[src/rtl/fc_layer_sched.sv]
// fc_layer_sched: buffers IN activations, waits SETTLE cycles for the neuron tree, then emits NEURONS results.
// Optional argmax outputs (am_idx/am_valid) are enabled by defining FC_SCHED_ARGMAX_EN.
module fc_layer_sched #(
   parameter  int WIDTH   = 8,
   parameter  int IN      = 128,
   parameter  int NEURONS = 10,
   parameter  int ZW      = 22,
   parameter  int SETTLE  = 2,
   localparam int CW      = (IN > 1) ? $clog2(IN) : 1,
   localparam int IW      = (NEURONS > 1) ? $clog2(NEURONS) : 1
) (
   input  logic             clk,
   input  logic             rst,
   input  logic [WIDTH-1:0] in_data,
   input  logic             in_valid,
   output logic             in_ready,
   output logic [WIDTH-1:0] x_out [IN],
   input  logic [ZW-1:0]    z_in [NEURONS],
   output logic [ZW-1:0]    out_data,
   output logic [IW-1:0]    out_idx,
   output logic             out_valid,
   input  logic             out_ready,
   output logic             out_last,
`ifdef FC_SCHED_ARGMAX_EN
   output logic [IW-1:0]    am_idx,
   output logic             am_valid,
`endif
   output logic             busy
);
   typedef enum logic [1:0] {S_LOAD, S_SETTLE, S_EMIT} state_t;
   state_t           state_q;
   logic [CW-1:0]    cnt_q;
   logic [3:0]       set_q;
   logic [WIDTH-1:0] buf_q [IN];
   logic [ZW-1:0]    out_data_q;
   logic [IW-1:0]    out_idx_q;
   logic             out_valid_q;
   logic             out_last_q;
   logic [IW-1:0]    nxt_idx;
   assign nxt_idx   = out_idx_q + IW'(1);
   assign in_ready  = (state_q == S_LOAD);
   assign busy      = (state_q != S_LOAD);
   assign x_out     = buf_q;
   assign out_data  = out_data_q;
   assign out_idx   = out_idx_q;
   assign out_valid = out_valid_q;
   assign out_last  = out_last_q;
   // The settle state always lasts SETTLE+1 cycles so z_in sees the final buffer write before capture.
   always_ff @(posedge clk) begin
      if (rst) begin
         state_q     <= S_LOAD;
         cnt_q       <= '0;
         set_q       <= '0;
         out_data_q  <= '0;
         out_idx_q   <= '0;
         out_valid_q <= 1'b0;
         out_last_q  <= 1'b0;
         for (int i = 0; i < IN; i++) buf_q[i] <= '0;
      end else begin
         case (state_q)
            S_LOAD: if (in_valid) begin
               buf_q[cnt_q] <= in_data;
               if (cnt_q == CW'(IN - 1)) begin
                  cnt_q   <= '0;
                  set_q   <= '0;
                  state_q <= S_SETTLE;
               end else cnt_q <= cnt_q + CW'(1);
            end
            S_SETTLE: if (set_q == 4'(SETTLE)) begin
               out_data_q  <= z_in[0];
               out_idx_q   <= '0;
               out_valid_q <= 1'b1;
               out_last_q  <= (NEURONS == 1);
               state_q     <= S_EMIT;
            end else set_q <= set_q + 4'd1;
            S_EMIT: if (out_ready) begin
               if (out_last_q) begin
                  out_valid_q <= 1'b0;
                  out_last_q  <= 1'b0;
                  state_q     <= S_LOAD;
               end else begin
                  out_idx_q  <= nxt_idx;
                  out_data_q <= z_in[nxt_idx];
                  out_last_q <= (nxt_idx == IW'(NEURONS - 1));
               end
            end
            default: state_q <= S_LOAD;
         endcase
      end
   end
`ifdef FC_SCHED_ARGMAX_EN
   logic [ZW-1:0] max_q;
   logic [IW-1:0] max_idx_q;
   logic [IW-1:0] am_idx_q;
   logic          am_valid_q;
   logic          hs;
   logic          take;
   assign hs       = out_valid_q && out_ready;
   assign take     = (out_idx_q == '0) || (out_data_q > max_q);
   assign am_idx   = am_idx_q;
   assign am_valid = am_valid_q;
   always_ff @(posedge clk) begin
      if (rst) begin
         max_q      <= '0;
         max_idx_q  <= '0;
         am_idx_q   <= '0;
         am_valid_q <= 1'b0;
      end else begin
         am_valid_q <= 1'b0;
         if (hs) begin
            if (take) begin
               max_q     <= out_data_q;
               max_idx_q <= out_idx_q;
            end
            if (out_last_q) begin
               am_valid_q <= 1'b1;
               am_idx_q   <= take ? out_idx_q : max_idx_q;
            end
         end
      end
   end
`endif
endmodule

[config.mk]
export PLATFORM = sky130hd
export DESIGN_NAME = fc_layer_sched
export DESIGN_NICKNAME = d
export VERILOG_FILES = /design/src/rtl/fc_layer_sched.sv
export SDC_FILE = /design/constraint.sdc
export NUM_CORES = 2
export LEC_CHECK = 0
export BUFFER_PORTS_ARGS = -buffer_cell sky130_fd_sc_hd__buf_2
export CAP_MARGIN = 20
export CORE_AREA = 10 10 489 491
export CTS_CLUSTER_DIAMETER = 80
export DETAILED_ROUTE_END_ITERATION = 10
export DIE_AREA = 0 0 499 501
export PLACE_DENSITY = 0.43
export RECOVER_POWER = 25
export SETUP_SLACK_MARGIN = 0.3
export SYNTH_ARGS = -nofsm -noshare
export SYNTH_HDL_FRONTEND = slang
export SYNTH_SLANG_ARGS = --single-unit
export TNS_END_PERCENT = 50
[constraint.sdc]
create_clock -name clk -period 5.61 [get_ports clk]
set_input_delay 0.2805 -clock clk [delete_from_list [all_inputs] [get_ports clk]]
set_output_delay 0.2805 -clock clk [all_outputs]
set_load 0.1 [all_outputs]
After elaboration in Yosys (flattened, before gate mapping)
Cells that the tools add are included.

operators by class
  add/subtract/negate cells = 3
  $lt $le $gt $ge = 3
  equal/unequal tests = 12
  multiplexer cells = 33
  bitwise operators = 2
  reductions and logical operators = 11

operators by type and width
  operator               number
  $bwmux W1024           1
  $mux W22               5
  $bmux W22 S4           1
  $demux W8 S7           1
  $pmux W22 S2           1
  $mux W4                6
  $pmux W4 S2            2
  $ne A2 B2 Y1 const B   6
  $reduce_and A4 Y1      3
  $mux W2                5
  $add A4 B1 Y4 const B  2
  $ge A8 B8 Y1 const B   1
  $lt A8 B1 Y1 const B   1
  $mux W8                1
  $not A7 Y8             1
  $add A7 B1 Y7 const B  1
  $eq A7 B7 Y1 const B   1
  $mux W7                1
  $mux W1                6
  $pmux W2 S3            1
  $reduce_bool A2 Y1     3
  $ge A5 B5 Y1 const B   1
  $not A4 Y5             1
  $reduce_and A5 Y1      1
  10 further kinds       11

word-level totals
  bits in registers = 1065
  bits of input ports = 232
  output and inout bits = 1054

Longest topological paths before layout
  depth in word-level cells = 8
  depth in mapped cells = 11
  mapped depth without buffers = 7

Worst setup path after synthesis
Ideal clock, no wire load.

  path kind = flip-flop to flip-flop
  from = reg out_idx_q[0], in the netlist out_idx[0]
  to = reg out_data_q[10], in the netlist out_data[10]
  library setup time = 0.134 ns
  arrival time = 3.601 ns
  path slack = 1.875 ns
  stages on the path, launching flop included = 11
  path buffers = 5
  clock period less this slack = 3.735 ns
  path through = dfxtp_1 clkbuf_1 clkbuf_1 buf_2 inv_1 ha_1 clkbuf_1 clkbuf_1 mux4_2 a221oi_1 a211oi_1

between the ends
  word-level cells in the longest chain between the ends = 8

ends and longest elaborated chain
  element                                       RTL line  source
  start: declaration                            36        logic [IW-1:0] out_idx_q;
  start signal: assignment                      82        out_idx_q <= nxt_idx;
  $add A4 B1 Y4                                 40        assign nxt_idx = out_idx_q + IW'(1);
  $not A4 Y5 (not written as such)              83        out_data_q <= z_in[nxt_idx];
  $bmux W22 S4                                  83
  $mux W22 (not written as such) (2 in series)  83
  $mux W22                                      77        if (out_last_q) begin
  $mux W22                                      76        S_EMIT: if (out_ready) begin
  $pmux W22 S2                                  60        case (state_q)
  end signal: assignment                        70        out_data_q <= z_in[0];
  end signal: assignment                        83
  end: declaration                              35        logic [ZW-1:0] out_data_q;

Every way passes these cells. The select of a mux whose other input is x is not followed.
A chain may end at the register's enable or synchronous reset.

Worst setup path after layout
  from = reg out_idx_q[0], in the netlist out_idx[0]
  to = reg out_data_q[0], in the netlist out_data[0]

Same word-level chain as after synthesis.

==> impl_metrics.py <==
metrics = {
    "place": {
        "preCtsSetupSlack_ns": 2.12,
        "gp_congestion": 0.859,
        "place_hpwl_um": 176000,
        "placed_cells": 8888,
        "io_buffers": 1285,
    },
    "setup_path": {
        "crit_path_end": "out_data[0]",
        "required_ns": 6.28,
        "reg2reg_setup_slack_ns": 1.98,
        "crit_path_start": "out_idx[0]",
        "rr_endpoint": "out_data[0]",
        "end_kind": "flop",
        "arrival_ns": 4.30,
        "r2r-start": "out_idx[0]",
        "ff2ff_path_depth": 7,
        "worstSetupStartpointType": "flop",
        "path_class": "flop to flop",
        "cp_max_fo": 37,
    },
    "pwr": {
        "leakagePower_uw": 0.0190,
        "power.density_nw_per_um2": 316,
        "ir_drop_v": 0.000222,
    },
    "floorplanning": {
        "std_cell_rows": 176,
        "io-pin-count": 1286,
        "die_w_um": 499,
        "die_area_sq_um": 250000,
        "die_y_um": 501,
        "initial_core_util_pct": 17.8,
        "fp.coreArea_sq_um": 229000,
    },
    "routing": {
        "drc": 0,
        "antenna_left": 0,
        "wl_per_cell_um": 26.7,
        "wirelength_um": 246000,
        "drtPass1Iterations": 7,
        "drtIter0Drc": 3271,
        "viasPerCell": 4.53,
        "vias": 41600,
    },
    "clock_network": {
        "cts_root_buffer": "clkbuf_16",
        "htreeDepth": 4,
        "clockBufferDepth": 3,
        "cts_sinks": 1065,
        "cts_tree": "done",
        "clkTransAtPathRegs_ns": 0.06,
        "cts_buffers": 136,
        "clk_latency_ns": 0.79,
    },
    "synthesis": {
        "avgSynthCellArea_sq_um": 8.21,
        "syn_area_sq_um": 40800,
        "synth.net_count": 5200,
        "synth_edf_count": 0,
        "synth_warnings": 0,
        "ys_seq_area_share_pct": 52.3,
        "synth_cells": 4963,
        "ys_ff_latch": 1065,
        "ys.flop_type": "dfxtp_1",
        "async_flop_share_pct": 0,
        "synth_cell_types": 42,
    },
    "hold_path": {
        "hold_class": "primary input to flop",
        "hold-path-cell-count": 4,
    },
    "finish": {
        "n_fill_cell": 25600,
        "utilization_pct": 23.9,
        "drive_above_1_share_pct": 19.2,
        "area_delta_synth_final_pct": 34.2,
        "nets": 6279,
        "final_cells": 9195,
    },
    "grt": {
        "antenna_found_initial": 49,
        "grtUsageMet2_pct": 31.8,
        "overflow": 0,
        "grt_pass1_vias": 39600,
        "grt_busiest_layer": "met2",
        "grt_start_max_net_pins": 200,
        "grt_first_pass_wirelength_um": 333000,
        "grt_use_met3_pct": 6.12,
        "grt_usage_pct": 18.4,
        "met1_usage_pct": 20.4,
    },
    "sta": {
        "clock.fmax_mhz": 276,
        "relSlewSlack_pct": -17.7,
        "finalHoldViolations": 0,
        "fin_ws_ns": 1.98,
        "slew_viol_final": 27,
        "fin_worst_skew_ns": 0.0313,
        "finalCritPeriodShare_pct": 64.6,
        "tightest_slew_ns": 1.77,
        "holdWs_ns": 0.0957,
        "fin_crit_ns": 3.63,
        "setup_viol": 0,
        "rsz0062_at_grt": "no",
        "setup_tns_ns": 0,
    },
    "run_status": {
        "violations": "capacitance limit, slew limit",
        "outcome": "finished, violations left",
    },
    "job": {
        "drv_cap": 1,
    },
}
[layer usage]
layer	vias up	share of wire [%]
li1	19200	-
met1	20300	38
met2	1764	48
met3	396	8.4
met4	26	5.5
met5	-	0.061
[worst min path at each step]
stage                    start      endpoint  slack [ns]
floorplan             in_valid      cnt_q[1]        0.44
global placement    x_out[562]    x_out[562]        0.44
detailed placement  x_out[975]    x_out[975]        0.44
CTS                   z_in[12]  out_data[12]       0.003
global route          z_in[12]  out_data[12]        0.05
finish                z_in[12]  out_data[12]         0.1
[placed cells by master, fill, tap and decap left out, types with 7 or more instances in the layout]
master and count:
buf_4 68, and2_1 9, buf_6 8, nand2b_1 7, nand2_1 1106, nor3_4 14
buf_12 27, dfxtp_1 1064, clkinv_2 17, a21oi_1 908, mux2i_1 129, nor2_1 148
a211oi_1 23, clkbuf_8 23, clkbuf_1 555, buf_2 753, dlygate4sd3_1 42, nand3_1 884
mux4_2 44, nor2_4 11, xor2_1 7, inv_6 7, clkbuf_16 139, o22ai_1 22
a221oi_1 22, clkinvlp_4 8, mux2_2 22, diode_2 21
[power by group]
group | internal (uW) | switching, uW | total, uW
Sequential | 7570 | 10.2 | 7580
Clock | 5100 | 3720 | 8810
Combinational | 177 | 697 | 874
Total | 12900 | 4420 | 17300
[worst max-delay path, cell delays in order (launching register included)]
cell           delay, ns
dfxtp_4             0.73
inv_1               0.10
ha_2                0.47
buf_4               0.59
mux4_2              0.55
a221oi_1            0.33
a211oi_1            0.12
dlygate4sd3_1       0.57
[Yosys cell counts, drive strengths merged, types with 2 or more instances]
library cell	number	share of area [%]
xnor2	2	0.043
a21oi	908	11
ha	5	0.15
mux4	44	2.4
buf	85	1.0
nand4	2	0.031
o22ai	22	0.34
o21ai	6	0.074
nor3	18	0.52
nand3b	5	0.12
a211oi	23	0.42
a221oi	22	0.47
dfxtp	1065	52
inv	7	0.064
or2	2	0.031
nor2b	9	0.14
mux2i	130	3.2
nor4	6	0.17
nand2	1106	10
xor2	7	0.15
nor2	160	1.5
and2	9	0.14
nand3	884	11
clkbuf	399	3.7
nand2b	7	0.11
or3	3	0.046
mux2	22	0.61
[logic make-up after synthesis]
logic type / after synthesis / synth area share [%]
and+or+nand+nor: 2214 / 23.9
DFF: 1065 / 52.3
AOI/OAI and AO/OA: 983 / 12.5
buffers and inverters: 491 / 4.74
muxes: 196 / 6.23
xor gates and xnor gates: 9 / 0.193
adders and majority gates: 5 / 0.153
[registers in the layout, indices dropped and copies added, names as in the netlist]
name and cells:
x_out 1024, out_data 22, cnt_q 7, out_idx 4
set_q 4, state_q 2, out_last 1, out_valid 1
[stage by stage]
| step | instance area (sq um) | power (uW) |
|---|---|---|
| 2_1_floorplan | 40800 | 8140 |
| 3_3_place_gp | 50400 | 8610 |
| 3_5_place_dp | 50400 | 8620 |
| 4_1_cts | 55300 | 17500 |
| 5_1_grt | 54700 | 17800 |
| 6_report | 54700 | 17300 |
[layout make-up]
type	instances	area [sq um]	share of cell area, %
clock buffer	193	3910	7.15
antenna	21	52.6	0.0960
tap	3026	3790	6.92
multi-input combinational	3407	17700	32.4
sequential	1065	21300	39.0
clock inverter	51	566	1.03
timing repair buffer	1425	7350	13.4
inverter	7	26.3	0.0480
[what timing repair did]
item	in CTS	in global routing
resized for setup	0	0
hold buffers	42	0
buffers inserted	0	0
hold endpoints to repair	231	0
(Power assumes the default switching activity.)
